`src/rtl/instr_fetcher_pkg.sv`:
```
// Shared constants and helpers for the instruction fetcher: JAL opcode, default
// reset PC, fetch FSM states and J-type immediate extraction.
package instr_fetcher_pkg;

   localparam logic [6:0]  OP_JAL           = 7'b1101111;
   localparam logic [31:0] RESET_PC_DEFAULT = 32'h0000_0000;

   typedef enum logic {
      ST_IDLE = 1'b0,
      ST_WAIT = 1'b1
   } fetch_state_t;

   // J-type immediate: {imm[20], imm[10:1], imm[11], imm[19:12]} in instr[31:12]
   function automatic logic [31:0] j_imm(input logic [31:0] instr);
      return {{12{instr[31]}}, instr[19:12], instr[20], instr[30:21], 1'b0};
   endfunction

endpackage

```
`src/rtl/instr_fetcher_queue.sv`:
```
// Circular instruction queue: push at tail, pop at head, synchronous flush.
// Head data reads as zero whenever the queue is empty.
module instr_queue #(
   parameter int DEPTH = 8,
   parameter int AW    = 3,
   parameter int W     = 64
) (
   input  logic          clk,
   input  logic          rst,
   input  logic          en,
   input  logic          flush,
   input  logic          push,
   input  logic [W-1:0]  push_data,
   input  logic          pop,
   output logic          valid,
   output logic [W-1:0]  head_data,
   output logic [AW:0]   count
);

   logic [W-1:0]  mem [DEPTH];
   logic [AW-1:0] head;
   logic [AW-1:0] tail;
   logic          do_push;
   logic          do_pop;

   assign do_push   = push && (count != (AW+1)'(DEPTH));
   assign do_pop    = pop && (count != '0);
   assign valid     = (count != '0);
   assign head_data = valid ? mem[head] : '0;

   always_ff @(posedge clk) begin
      if (rst) begin
         head  <= '0;
         tail  <= '0;
         count <= '0;
      end else if (en) begin
         if (flush) begin
            head  <= '0;
            tail  <= '0;
            count <= '0;
         end else begin
            if (do_push) tail <= tail + AW'(1);
            if (do_pop)  head <= head + AW'(1);
            case ({do_push, do_pop})
               2'b10:   count <= count + (AW+1)'(1);
               2'b01:   count <= count - (AW+1)'(1);
               default: count <= count;
            endcase
         end
      end
   end

   // Storage needs no reset: contents are only visible through a valid head.
   always_ff @(posedge clk) begin
      if (!rst && en && !flush && do_push) mem[tail] <= push_data;
   end

endmodule

```
`src/rtl/instr_fetcher.sv`:
```
// Instruction fetcher: holds the PC, issues one cache read at a time, queues
// returned words with their PC for the decoder, and redirects on a ROB flush.
module instr_fetcher
   import instr_fetcher_pkg::*;
#(
   parameter int          IQ_DEPTH = 8,
   parameter int          IQ_AW    = 3,
   parameter logic [31:0] RESET_PC = RESET_PC_DEFAULT
) (
   input  logic        clk,
   input  logic        rst,
   input  logic        rdy,
   input  logic        rob_clear,
   input  logic [31:0] rob_new_pc,
   output logic        out_cache_req,
   output logic [31:0] out_cache_addr,
   input  logic        in_cache_ready,
   input  logic [31:0] in_cache_instr,
   input  logic [31:0] in_cache_addr,
   output logic        out_dec_valid,
   output logic [31:0] out_dec_instr,
   output logic [31:0] out_dec_pc,
   input  logic        in_dec_pop
);

   fetch_state_t  state;
   fetch_state_t  state_next;
   logic [31:0]   pc;
   logic [31:0]   addr_q;
   logic [31:0]   next_pc;
   logic          issue;
   logic          accept;
   logic [IQ_AW:0] q_count;
   logic [63:0]   q_head;

   assign out_cache_req  = (state == ST_WAIT);
   assign out_cache_addr = addr_q;
   assign out_dec_instr  = q_head[63:32];
   assign out_dec_pc     = q_head[31:0];

   assign next_pc = (in_cache_instr[6:0] == OP_JAL) ? addr_q + j_imm(in_cache_instr)
                                                    : addr_q + 32'd4;

   always_ff @(posedge clk) begin
      if (rst)      state <= ST_IDLE;
      else if (rdy) state <= state_next;
   end

   always_comb begin
      state_next = state;
      issue      = 1'b0;
      accept     = 1'b0;
      case (state)
         ST_IDLE: begin
            // No fetch is in flight here, so a free slot guarantees room for the reply.
            if (q_count < (IQ_AW+1)'(IQ_DEPTH)) begin
               issue      = 1'b1;
               state_next = ST_WAIT;
            end
         end
         ST_WAIT: begin
            if (in_cache_ready && (in_cache_addr == addr_q)) begin
               accept     = 1'b1;
               state_next = ST_IDLE;
            end
         end
         default: state_next = ST_IDLE;
      endcase
      if (rob_clear) begin
         issue      = 1'b0;
         accept     = 1'b0;
         state_next = ST_IDLE;
      end
   end

   always_ff @(posedge clk) begin
      if (rst) begin
         pc     <= RESET_PC;
         addr_q <= 32'h0;
      end else if (rdy) begin
         if (rob_clear) begin
            pc <= rob_new_pc;
         end else begin
            if (issue)  addr_q <= pc;
            if (accept) pc     <= next_pc;
         end
      end
   end

   instr_queue #(
      .DEPTH(IQ_DEPTH),
      .AW   (IQ_AW),
      .W    (64)
   ) u_queue (
      .clk      (clk),
      .rst      (rst),
      .en       (rdy),
      .flush    (rob_clear),
      .push     (accept),
      .push_data({in_cache_instr, addr_q}),
      .pop      (in_dec_pop),
      .valid    (out_dec_valid),
      .head_data(q_head),
      .count    (q_count)
   );

endmodule

```
`config.mk`:
```
export PLATFORM = sky130hd
export DESIGN_NAME = instr_fetcher
export DESIGN_NICKNAME = d
export VERILOG_FILES = /design/src/rtl/instr_fetcher_pkg.sv /design/src/rtl/instr_fetcher_queue.sv /design/src/rtl/instr_fetcher.sv
export SDC_FILE = /design/constraint.sdc
export NUM_CORES = 1
export LEC_CHECK = 0
export BUFFER_PORTS_ARGS = -buffer_cell sky130_fd_sc_hd__buf_2
export CORE_MARGIN = 4
export CORE_UTILIZATION = 50
export DETAILED_ROUTE_END_ITERATION = 8
export PLACE_DENSITY = 0.75
export SYNTH_ARGS = -nofsm -noshare
export SYNTH_HDL_FRONTEND = slang
export SYNTH_SLANG_ARGS = --single-unit
```
`constraint.sdc`:
```
create_clock -name clk -period 5.96 [get_ports clk]
set_input_delay 0.298 -clock clk [delete_from_list [all_inputs] [get_ports clk]]
set_output_delay 0.298 -clock clk [all_outputs]
set_load 0.1 [all_outputs]
```
==> results of run 1 <==
==> how the worst max path moves through the flow <==
stage / cells past startpoint / startpoint / to / slack [ps]
after floorplan: 6 / out_cache_addr[19]$_SDFFE_PP0P_ / u_queue.mem[4][0]$_DFFE_PP_ / 510
after global placement: 7 / out_cache_addr[19]$_SDFFE_PP0P_ / u_queue.mem[2][29]$_DFFE_PP_ / 2100
after detailed placement: 7 / out_cache_addr[19]$_SDFFE_PP0P_ / u_queue.mem[2][1]$_DFFE_PP_ / 2050
after CTS: 7 / out_cache_addr[19]$_SDFFE_PP0P_ / u_queue.mem[2][21]$_DFFE_PP_ / 2030
after global routing: 7 / out_cache_addr[19]$_SDFFE_PP0P_ / u_queue.mem[2][3]$_DFFE_PP_ / 1840
final: 7 / out_cache_addr[19]$_SDFFE_PP0P_ / u_queue.mem[2][28]$_DFFE_PP_ / 2040
==> state kept, by name (all words and copies together), names as in the netlist, named ones only <==
signal          cells
u_queue.mem       512
pc                 32
out_cache_addr     32
u_queue.count       4
u_queue.head        3
out_cache_req       1
u_queue.tail        3
==> through the flow <==
stage	hold slack (ps)	total power [mW]	cells
2_1_floorplan	397	4.75	1624
3_3_place_gp	437	4.88	2434
3_5_place_dp	443	4.88	2434
4_1_cts	0.749	8.41	2544
5_1_grt	11.3	8.62	2544
6_report	24.3	8.38	2545
==> Yosys cell counts (7+ instances only) <==
| cell | n | area [sq um] |
|---|---|---|
| sky130_fd_sc_hd__nand2b_1 | 11 | 68.8 |
| sky130_fd_sc_hd__xnor2_1 | 64 | 561 |
| sky130_fd_sc_hd__buf_2 | 8 | 40.0 |
| sky130_fd_sc_hd__nand4_1 | 14 | 87.6 |
| sky130_fd_sc_hd__dfxtp_1 | 78 | 1560 |
| sky130_fd_sc_hd__and2_1 | 7 | 43.8 |
| sky130_fd_sc_hd__clkbuf_1 | 55 | 206 |
| sky130_fd_sc_hd__o21ai_1 | 10 | 50.1 |
| sky130_fd_sc_hd__a211oi_1 | 26 | 195 |
| sky130_fd_sc_hd__ha_1 | 35 | 438 |
| sky130_fd_sc_hd__nor3_1 | 26 | 130 |
| sky130_fd_sc_hd__o21ai_0 | 27 | 135 |
| sky130_fd_sc_hd__nor2_1 | 133 | 499 |
| sky130_fd_sc_hd__mux4_2 | 128 | 2880 |
| sky130_fd_sc_hd__inv_1 | 12 | 45.0 |
| sky130_fd_sc_hd__mux2i_1 | 68 | 681 |
| sky130_fd_sc_hd__o211ai_1 | 9 | 67.6 |
| sky130_fd_sc_hd__and3_1 | 14 | 87.6 |
| sky130_fd_sc_hd__a21o_1 | 13 | 97.6 |
| sky130_fd_sc_hd__xor2_1 | 17 | 149 |
| sky130_fd_sc_hd__nand2_1 | 121 | 454 |
| sky130_fd_sc_hd__nand3_1 | 24 | 120 |
| sky130_fd_sc_hd__a21oi_1 | 88 | 440 |
| sky130_fd_sc_hd__a31oi_1 | 9 | 56.3 |
| sky130_fd_sc_hd__edfxtp_1 | 512 | 15400 |
| sky130_fd_sc_hd__buf_1 | 24 | 90.1 |
==> critical path: stages (launching register included) <==
cell                        delay, ps
sky130_fd_sc_hd__dfxtp_1          710
sky130_fd_sc_hd__nor2b_1          120
sky130_fd_sc_hd__a2111oi_2        390
sky130_fd_sc_hd__nand3_1          110
sky130_fd_sc_hd__and4b_1          360
sky130_fd_sc_hd__nand4b_1         490
sky130_fd_sc_hd__nor2_4           990
sky130_fd_sc_hd__buf_12           370
==> routing by layer <==
layer	up-vias	track usage [%]	share of wire (%)
li1	6752	-	-
met1	7819	33.9	41
met2	728	36.6	47
met3	111	4.78	8.8
met4	4	6.82	2.8
met5	-	0	0.026
==> power breakdown <==
group | internal (mW) | total [mW] | switching [mW]
Clock | 2.09 | 3.57 | 1.48
Combinational | 0.0965 | 0.307 | 0.210
Sequential | 4.48 | 4.50 | 0.0252
Total | 6.66 | 8.38 | 1.72
==> cell type report <==
type	instances	area share [%]
well taps	672	2.89
repair buffers	234	4.64
diodes	1	0.00859
clock buffers	75	5.33
inverters	13	0.168
clock inverters	28	1.06
multi-input cells	932	27.7
flip-flops and latches	590	58.2
==> logic make-up after synthesis <==
kind of cell               Yosys count  synth area share, %
buffers and inverters              102                 1.59
AOI/OAI and AO/OA                  231                 5.76
and+or+nand+nor                    386                 7.00
adders and majority gates           37                 1.89
DFF                                590                 66.9
muxes                              197                 14.1
xor gates and xnor gates            81                 2.80
==> run_results.csv, run 1 <==
group,metric,value,unit
outcome,status,"complete, no violations",
synthesis,mappedNetlistArea,25300,sq um
floorplan,design.core.area,50200,sq um
worst_setup_path,path_class,"register to register",
finish,mostFrequentLayoutCell,"sky130_fd_sc_hd__edfxtp_1",
global_route,initial_antenna_violation_count,4,
sta,fin_worst_skew,16.3,ps
detailed_routing,routed_vias_inst,6.06,
sta,slew_viol_final,0,
clock_tree,clock_insertion_delay_worst_skew,590,ps
clock_tree,post_cts_setup_buffer_count,0,
pwr,cellLeakagePower,10.1,nW
finish,final_cell_mix,"sky130_fd_sc_hd__edfxtp_1, sky130_fd_sc_hd__buf_2, sky130_fd_sc_hd__mux4_2",
detailed_routing,detailedRoute.firstPassIterationCount,5,
worst_setup_path,rr_worst_depth,7,
sta,fmax_achieved,255,MHz
hold_path,holdCritStartpoint,"in_cache_instr[25]",
synthesis,synth-edff-count,512,
worst_setup_path,crit_path_launch_type,"register",
finish,fill_cells,3766,
sta,setup-tns-final,0,ps
sta,number_of_hold_violations_in_the_final_report,0,
place,buffer_ports.inserted,199,
synthesis,mappedNetlistNets,1763,
detailed_routing,drt-initial-drc-count,1652,
sta,period_minus_slack,3920,ps
floorplan,die_height,233,um
worst_setup_path,critical_path_arrival,4170,ps
global_route,overflow,0,
finish,nNetsFinal,1966,
worst_setup_path,end_kind,"register",
worst_setup_path,required,6210,ps
finish,postLayoutCoreUtil,58.1,%
synthesis,async_flop_share,0,%
detailed_routing,drtAntennaViolNets,0,
synthesis,syn_avg_cell_area,15.6,sq um
worst_setup_path,r2r_start,"out_cache_addr[19]$_SDFFE_PP0P_",
finish,post-route-cell-area,29100,sq um
global_route,grt_first_pass_wirelength,96100,um
place,placed_cell_area,27200,sq um
detailed_routing,avgRoutedWirePerCell,25.3,um
synthesis,synth-seq-area-share,66.9,%
floorplan,initial_utilization,50.5,%
floorplan,design.die.area,54300,sq um
floorplan,ioPinCount,200,
clock_tree,level_count_of_the_clock_h_tree,2,
sta,max_slew_margin,28.2,%
sta,setup_viol,0,
global_route,maximum_number_of_pins_on_one_net_before_global_route_repair,79,
clock_tree,cts_sinks,590,
flow_run,timing.max_cap.violations,0,
hold_path,hold_path_end,"u_queue.mem[0][57]$_DFFE_PP_",
detailed_routing,detail_route.drc_violations,0,
finish,syn_to_final_growth,15.0,%
sta,rsz_0062_raised_after_global_routing,"no",
synthesis,synth_warnings,0,
floorplan,std_cell_rows,82,
sta,worst_pin_slew,1070,ps
clock_tree,root_buffer,"sky130_fd_sc_hd__clkbuf_16",
clock_tree,cts_hold_repair.buffers,7,
place,preCtsSetupSlack,2050,ps
worst_setup_path,reg2reg_setup_slack,2040,ps
synthesis,syn-instance-count,1624,
place,gp_congestion,0.943,
sta,fin_crit_sh,65.7,%
pwr,power-per-cell-area,288,nW/um^2
floorplan,floorplan.die.width,233,um
global_route,grt_use_total,23.5,%
place,place.detailed.hpwl,40700,um
synthesis,synth.ff_latch_count,590,
finish,drive_above_1_share,24.9,%
clock_tree,maximum_number_of_buffers_from_clock_root_to_sink,3,
clock_tree,cts_tree,"built",
detailed_routing,vias,15400,
clock_tree,post_cts_resize_count,0,
clock_tree,numCtsBuffers,56,
worst_setup_path,r2r-end,"u_queue.mem[2][28]$_DFFE_PP_",
hold_path,holdPathStages,1,
finish,multi_input_comb_area,8080,sq um
detailed_routing,totalWireLength,64500,um
clock_tree,path_clk_slew,60,ps
worst_setup_path,critical_path_maximum_fanout,35,
finish,seqCellArea,16900,sq um
pwr,ir_drop,197,uV
sta,setup_ws,2040,ps
synthesis,netlist-cell-type-count,69,
global_route,via_count_of_the_first_global_routing_pass,15300,
synthesis,ys.flop_type,"sky130_fd_sc_hd__edfxtp_1",
hold_path,min_path_type,"input pin to register",
Note: power is estimated with default switching activity, not from simulation.
==> run 2: changes to the inputs <==
- clock period: 5.96 -> 3.2 ns (I/O delays scaled with it)
==> run 2 against run 1 <==
  * Combinational power rose by 110%
  * Count of clock-buffer cells in the layout fell by 11
  * First-iteration DRC count rose by 7.1%
  * Critical path depth rose by 5
  * Largest cell class unchanged
==> run_results.csv, run 2 (synthesis results as in run 1) <==
group,metric,value,unit
global_route,initial_antenna_violation_count,0,
floorplan,initial_utilization,50.5,%
pwr,finalPower,16.1,mW
clock_tree,cts_sinks,590,
worst_setup_path,critical_path_arrival,3490,ps
outcome,status,"complete, no violations",
clock_tree,maximum_number_of_buffers_from_clock_root_to_sink,3,
detailed_routing,routed_vias_inst,6.02,
detailed_routing,totalWireLength,66000,um
finish,syn_to_final_growth,20.3,%
global_route,grt_use_total,24.3,%
global_route,via_count_of_the_first_global_routing_pass,16000,
hold_path,holdCritStartpoint,"in_dec_pop",
worst_setup_path,reg2reg_setup_slack,170,ps
worst_setup_path,rr_worst_depth,12,
worst_setup_path,critical_path_maximum_fanout,6,
clock_tree,root_buffer,"sky130_fd_sc_hd__clkbuf_16",
floorplan,design.core.area,50200,sq um
worst_setup_path,cp_top_delay_family,"simple AND/OR/NAND/NOR gates",
worst_setup_path,end_kind,"register",
worst_setup_path,critPathBufInv,1,
detailed_routing,drtAntennaViolNets,0,
detailed_routing,detailedRoute.firstPassIterationCount,5,
clock_tree,level_count_of_the_clock_h_tree,2,
worst_setup_path,path_class,"register to register",
clock_tree,post_cts_setup_buffer_count,0,
clock_tree,cts_tree,"built",
finish,post-route-cell-area,30500,sq um
worst_setup_path,critPathCapture,"pc[21]$_SDFFE_PP0P_",
floorplan,ioPinCount,200,
flow_run,timing.max_cap.violations,0,
finish,mostFrequentLayoutCell,"sky130_fd_sc_hd__edfxtp_1",
finish,postLayoutCoreUtil,60.7,%
sta,fmax_achieved,330,MHz
place,placed_cell_area,27900,sq um
worst_setup_path,worstPathCellList,"ha_1 -> inv_1 -> fa_1 -> nand2b_1 -> a21oi_2 -> o2111ai_1 -> and4_4 -> or4_1 -> o31ai_1 -> a21oi_1 -> a211oi_1 -> nor3_1",
worst_setup_path,r2r_start,"out_cache_addr[1]$_SDFFE_PP0P_",
place,place.detailed.hpwl,41400,um
finish,nNetsFinal,2067,
sta,number_of_hold_violations_in_the_final_report,0,
sta,rsz_0062_raised_after_global_routing,"yes",
clock_tree,numCtsBuffers,57,
finish,antenna_cells_inserted,0,
sta,slew_viol_final,0,
finish,largest_register_ffs,512,
finish,top_register,"u_queue.mem",
floorplan,floorplan.die.width,233,um
worst_setup_path,cp_slowest_stage_delay,510,ps
sta,worst_pin_slew,1150,ps
sta,fin_crit_sh,94.8,%
hold_path,min_path_type,"input pin to register",
clock_tree,path_clk_slew,60,ps
worst_setup_path,r2r-end,"pc[21]$_SDFFE_PP0P_",
worst_setup_path,critPathLaunch,"out_cache_addr[1]$_SDFFE_PP0P_",
worst_setup_path,required,3650,ps
global_route,grt_first_pass_wirelength,100000,um
pwr,cellLeakagePower,10.6,nW
clock_tree,clock_insertion_delay_worst_skew,610,ps
global_route,overflow,0,
worst_setup_path,critical_path_depth,12,
floorplan,std_cell_rows,82,
detailed_routing,avgRoutedWirePerCell,25.0,um
worst_setup_path,crit_path_launch_type,"register",
global_route,maximum_number_of_pins_on_one_net_before_global_route_repair,79,
floorplan,design.die.area,54300,sq um
place,buffer_ports.inserted,199,
finish,final_cell_mix,"sky130_fd_sc_hd__edfxtp_1, sky130_fd_sc_hd__buf_2, sky130_fd_sc_hd__mux4_2",
detailed_routing,drt-initial-drc-count,1770,
pwr,power-per-cell-area,527,nW/um^2
sta,setup-tns-final,0,ps
finish,drive_above_1_share,28.0,%
sta,fin_worst_skew,18.7,ps
sta,setup_viol,0,
sta,max_slew_margin,23.3,%
worst_setup_path,timing.critical_path.slowest_stage_cell,"sky130_fd_sc_hd__or4_1",
finish,fill_cells,3604,
pwr,ir_drop,421,uV
detailed_routing,vias,15900,
detailed_routing,detail_route.drc_violations,0,
sta,period_minus_slack,3030,ps
floorplan,die_height,233,um
place,gp_congestion,0.960,
-- run 2: changes by cell type in the layout (fill, tap and decap cells not counted), moves of 5 or more --
cell	previous run	this run
sky130_fd_sc_hd__clkinv_1	8	15
sky130_fd_sc_hd__dfxtp_1	75	42
sky130_fd_sc_hd__buf_4	22	52
sky130_fd_sc_hd__buf_12	6	24
sky130_fd_sc_hd__dfxtp_2	0	19
sky130_fd_sc_hd__bufinv_16	6	12
sky130_fd_sc_hd__clkbuf_8	8	1
sky130_fd_sc_hd__clkbuf_1	11	6
sky130_fd_sc_hd__dlygate4sd3_1	7	59
sky130_fd_sc_hd__dfxtp_4	3	17
-- run 2: tightest hold or removal path, stage by stage --
cell and delay [ps]:
sky130_fd_sc_hd__buf_2 110, sky130_fd_sc_hd__and2_1 160, sky130_fd_sc_hd__nand3_1 80, sky130_fd_sc_hd__a21oi_1 70
-- run 2: report_power, final --
part | internal, mW | total [mW] | switching [mW]
clock | 4.24 | 7.06 | 2.81
sequential | 8.33 | 8.36 | 0.0323
combinational | 0.233 | 0.648 | 0.414
total | 12.8 | 16.1 | 3.26
-- run 2: through the flow --
stage | hold slack [ps] | cells | worst slack [ps]
floorplan | 259 | 1624 | -724
global placement | 421 | 2482 | 211
detailed placement | 436 | 2482 | 129
CTS | 1.44 | 2646 | 106
global route | 44.3 | 2646 | 14.4
finish | 28.3 | 2646 | 166
-- run 2: worst min-delay path by stage --
stage | to | slack [ps] | cells past startpoint
6_report | register | 30 | 4
5_1_grt | register | 40 | 4
4_1_cts | register | 1 | 4
3_5_place_dp | out_cache_addr[11]$_SDFFE_PP0P_ | 440 | 2
3_3_place_gp | u_queue.mem[4][39]$_DFFE_PP_ | 420 | 1
2_1_floorplan | u_queue.mem[0][32]$_DFFE_PP_ | 260 | 0
-- run 2: layout make-up --
class                   count  area (sq um)  share of cell area (%)
flip-flops and latches    590         17000                    55.9
well taps                 672           841                    2.76
multi-input cells         932          8120                    26.7
clock buffers              64          1460                    4.80
inverters                  13          48.8                   0.160
clock inverters            41           510                    1.68
repair buffers            334          2460                    8.07
-- run 2: per-layer routing --
layer	GRT usage, %	share of wire, %
met5	0	0
met4	6.71	2.6
met1	35.0	41
met2	39.0	48
met3	4.05	8.6
-- run 2: timing repair --
item / CTS / global route
gates resized for setup: 0 / 7
endpoints found under the hold margin: 276 / 0
setup endpoints to repair: 0 / 3
hold buffers: 59 / 0
